### src/rtl/reg_serializer.sv
// reg_serializer
//
// Parallel-in, serial-out transmitter. A WIDTH-bit word is taken from the
// register block through a valid/ready handshake and shifted out MSB first,
// one bit per cycle. A downstream consumer can stall the stream with hold.
//
// Ports:
//   clk          rising-edge clock
//   clr          asynchronous active-high reset
//   data_in      word to transmit, sampled only when a load is accepted
//   load_valid   producer has a word on data_in
//   load_ready   block can accept a word (high only in IDLE)
//   hold         downstream stall, freezes shifting while high
//   serial_out   current bit, always the shift register MSB
//   serial_valid serial_out carries a delivered bit this cycle
//   frame_start  high with the first (MSB) bit of a frame
//   done         one-cycle pulse after the last bit has been delivered

module reg_serializer #(
  parameter int WIDTH = 32
) (
  input  logic             clk,
  input  logic             clr,
  input  logic [WIDTH-1:0] data_in,
  input  logic             load_valid,
  output logic             load_ready,
  input  logic             hold,
  output logic             serial_out,
  output logic             serial_valid,
  output logic             frame_start,
  output logic             done
);

  localparam int CW = (WIDTH > 1) ? $clog2(WIDTH) : 1;
  localparam logic [CW-1:0] LAST_BIT = CW'(WIDTH - 1);

  typedef enum logic [1:0] {
    IDLE,
    SHIFT,
    DONE
  } state_t;

  state_t           state_q, state_d;
  logic [WIDTH-1:0] shreg_q, shreg_d;
  logic [CW-1:0]    cnt_q, cnt_d;

  // Next-state logic. The last bit is not shifted away: it stays at the MSB
  // through DONE, and cnt stops at WIDTH-1 so it can never wrap in a frame.
  always_comb begin
    state_d = state_q;
    shreg_d = shreg_q;
    cnt_d   = cnt_q;
    unique case (state_q)
      IDLE: begin
        if (load_valid) begin
          shreg_d = data_in;
          cnt_d   = '0;
          state_d = SHIFT;
        end
      end
      SHIFT: begin
        if (!hold) begin
          if (cnt_q == LAST_BIT) begin
            state_d = DONE;
          end else begin
            shreg_d = {shreg_q[WIDTH-2:0], 1'b0};
            cnt_d   = cnt_q + CW'(1);
          end
        end
      end
      DONE: begin
        state_d = IDLE;
      end
      default: begin
        state_d = IDLE;
      end
    endcase
  end

  always_ff @(posedge clk or posedge clr) begin
    if (clr) begin
      state_q <= IDLE;
      shreg_q <= '0;
      cnt_q   <= '0;
    end else begin
      state_q <= state_d;
      shreg_q <= shreg_d;
      cnt_q   <= cnt_d;
    end
  end

  // Outputs are decoded directly from state so that a stall (hold) drops
  // serial_valid in the same cycle and reset clears everything immediately.
  assign load_ready   = (state_q == IDLE);
  assign serial_valid = (state_q == SHIFT) && !hold;
  assign frame_start  = serial_valid && (cnt_q == '0);
  assign done         = (state_q == DONE);
  assign serial_out   = shreg_q[WIDTH-1];

endmodule

### config.mk
export PLATFORM = sky130hd
export DESIGN_NAME = reg_serializer
export DESIGN_NICKNAME = d
export VERILOG_FILES = /design/src/rtl/reg_serializer.sv
export SDC_FILE = /design/constraint.sdc
export NUM_CORES = 1
export LEC_CHECK = 0
export BUFFER_PORTS_ARGS = -buffer_cell sky130_fd_sc_hd__buf_2
export CELL_PAD_IN_SITES_DETAIL_PLACEMENT = 0
export CELL_PAD_IN_SITES_GLOBAL_PLACEMENT = 1
export CORE_AREA = 2 2 87 89
export CTS_CLUSTER_DIAMETER = 40
export DETAILED_ROUTE_END_ITERATION = 8
export DIE_AREA = 0 0 89 91
export PLACE_DENSITY = 0.65
export SKIP_CTS_REPAIR_TIMING = 1
export SLEW_MARGIN = 20
export SYNTH_ARGS = -nofsm -noshare
export SYNTH_HDL_FRONTEND = slang
export SYNTH_SLANG_ARGS = --single-unit
### constraint.sdc
create_clock -name clk -period 2.2 [get_ports clk]
set_input_delay 0.11 -clock clk [delete_from_list [all_inputs] [get_ports clk]]
set_output_delay 0.11 -clock clk [all_outputs]
set_load 0.01 [all_outputs]
==> flow_metrics.tcl <==
set metrics [dict create \
    outcome "finished, final reports clean" \
    n_antenna_cell 0 \
    postSynth.asyncResetShare 1.00 \
    drt-initial-drc-count 48 \
    place_inst 287 \
    fillers 716 \
    die_h_um 91 \
    synth.net_count 187 \
    grt_use_met1 0.137 \
    start_kind "flip-flop" \
    critPathSlowestCell "dfrtp_1" \
    clk_pin_slew_ns 0.08 \
    critical_path_class "flip-flop to flip-flop" \
    ant_nets 0 \
    crit_required_ns 2.37 \
    pre_cts_slack_ns 0.0319 \
    grt_pass1_vias 1345 \
    maxCapViolCount 0 \
    maxSlewHeadroom 0.651 \
    worstHoldStart "data_in[0]" \
    wl_per_cell_um 13.3 \
    postLayoutCoreUtil 0.360 \
    via_count 1263 \
    fp.dieArea_um2 8100 \
    cp_max_fo 15 \
    grt_first_pass_wirelength_um 6380 \
    cts-root-buf "clkbuf_8" \
    fin_crit_sh 0.951 \
    grt.busiest_layer "met2" \
    drive_above_1_share 0.616 \
    pin_count 41 \
    grt_max_degree 40 \
    final_cells 297 \
    period_needed_ns 2.09 \
    power.leakage_uw 0.00128 \
    io_buffer_count 40 \
    crit_top_cell "ha_1" \
    final_common_cell "mux2_2" \
    place.gp.congestion 0.778 \
    setup_viol 0 \
    hold_violations 0 \
    synth_seq_cells 39 \
    synth_cells 148 \
    syn_to_final_growth_pct 21.4 \
    synth_area_um2 2110 \
    p_total_uw 3090 \
    hpwlAfterDp_um 2610 \
    crit_path_max_incr_delay_ns 0.40 \
    synth_edf_count 0 \
    wl_um 3940 \
    grt-ovfl-total 0 \
    drc 0 \
    insertion_delay_ns 0.29 \
    crit_chain "ha_1, and3_1, ha_1, nor4b_4, a21o_4, buf_12, mux2_2" \
    yosysSeqAreaShare 0.462 \
    tightest_slew_ns 0.523 \
    ys_types 25 \
    cellPowerDensity_nw_per_um2 1210 \
    synth_area_per_cell_um2 14.3 \
    cpLargestDelayFamily "adder cells" \
    slew_viol_final 0 \
    hold-path-endpoint "shreg_q[0]" \
    worst_hold_slack_ns 0.101 \
    cts_buffer_depth 2 \
    first_pass_iters 2 \
    cts_buffers 5 \
    grt.met2_usage 0.158 \
    r2r_start "cnt_q[0]" \
    rr_endpoint "shreg_q[15]" \
    final_nets 236 \
    finalClockSkew_ns 0.00761 \
    setup.worst_path.end_class "flip-flop" \
    ys.flop_type "dfrtp_1" \
    mostFrequentLayoutCells "mux2_2, buf_2, dfrtp_1" \
    viasPerCell 4.25 \
    yosys_warnings 0 \
    htreeDepth 2 \
    cp.buffers_inverters 1 \
    hp-class "input port to flip-flop" \
    core_area_um2 7140 \
    initial_core_util 0.296 \
    grt_util_all_layers 0.102 \
    row_count 31 \
    die_w_um 89 \
    met3_usage 0.0300 \
    antenna_found_initial 0 \
    whs_path_depth 3 \
    fmax_ghz 0.478 \
    reg2reg_slack_ns 0.11 \
    r2r_cells 7 \
    cts_sinks 39 \
    setup_ws_ns 0.109 \
    cts_tree "yes" \
    ir_worst_vdd_mv 0.392 \
    critPathArrivalTime_ns 2.26 \
]
state kept, by name, indices dropped and copies added (netlist names):
signal and flops:
shreg_q 32, cnt_q 5, state_q 2
cell usage after synthesis, types with 2 or more instances:
cell     count  share of area
mux2_2      41           0.22
dfrtp_1     39           0.46
mux2_4      21           0.15
inv_1        7          0.012
buf_6        5          0.027
nor2_1       5         0.0089
nand2_1      4         0.0071
buf_12       3          0.028
ha_1         3          0.018
o21ai_0      3         0.0071
a21oi_1      2         0.0047
nand3_1      2         0.0047
cell families (layout without fill, tap and decap cells):
logic type / after synthesis / in the layout / share of synthesized area
AO/OA/AOI/OAI: 9 / 9 / 0.0254
adder cells (fa/ha/maj): 3 / 3 / 0.0178
AND/OR/NAND/NOR: 19 / 19 / 0.0556
buffers and inverters: 15 / 65 / 0.0675
multiplexers: 63 / 63 / 0.372
flip-flops: 39 / 39 / 0.462
power breakdown:
part           switching, uW  internal (uW)
combinational            430            855
sequential               168           1020
clock                    254            367
total                    852           2240
worst register-to-register path, cell delays in order (launching register included):
cell and delay [ns]:
dfrtp_1 0.40, ha_1 0.21, and3_1 0.18, ha_1 0.23, nor4b_4 0.26, a21o_4 0.18
buf_12 0.17, mux2_2 0.34
worst max path at each step:
stage,from,to,slack [ns],cells past startpoint
2_1_floorplan,cnt_q[0],shreg_q[17],0.0003,8
3_3_place_gp,cnt_q[0],shreg_q[18],0.06,7
3_5_place_dp,cnt_q[0],shreg_q[18],0.03,7
4_1_cts,cnt_q[0],shreg_q[18],0.003,7
5_1_grt,cnt_q[0],shreg_q[12],-0.002,7
6_report,cnt_q[0],shreg_q[15],0.11,7
through the flow:
stage	TNS, ns	area [um^2]
3_5_place_dp	0	2410
2_1_floorplan	0	2110
5_1_grt	-0.00298	2570
3_3_place_gp	0	2410
6_report	0	2570
4_1_cts	0	2530
metal layers:
layer  vias up  wire length [um]
met5         -                 0
li1        616                 -
met1       613              1880
met4         0                38
met2        30              1840
met3         4               181
cell type report:
class                      instances  area (um^2)  share of cell area
sequential                        39          976               0.380
clock inverter                     2         35.0              0.0136
timing repair buffer              50          320               0.125
inverter                           7         26.3              0.0102
tap                               99          124              0.0482
clock buffer                       6         82.6              0.0322
multi-input combinational         94         1000               0.391
Note: power is estimated with default switching activity, not from simulation.
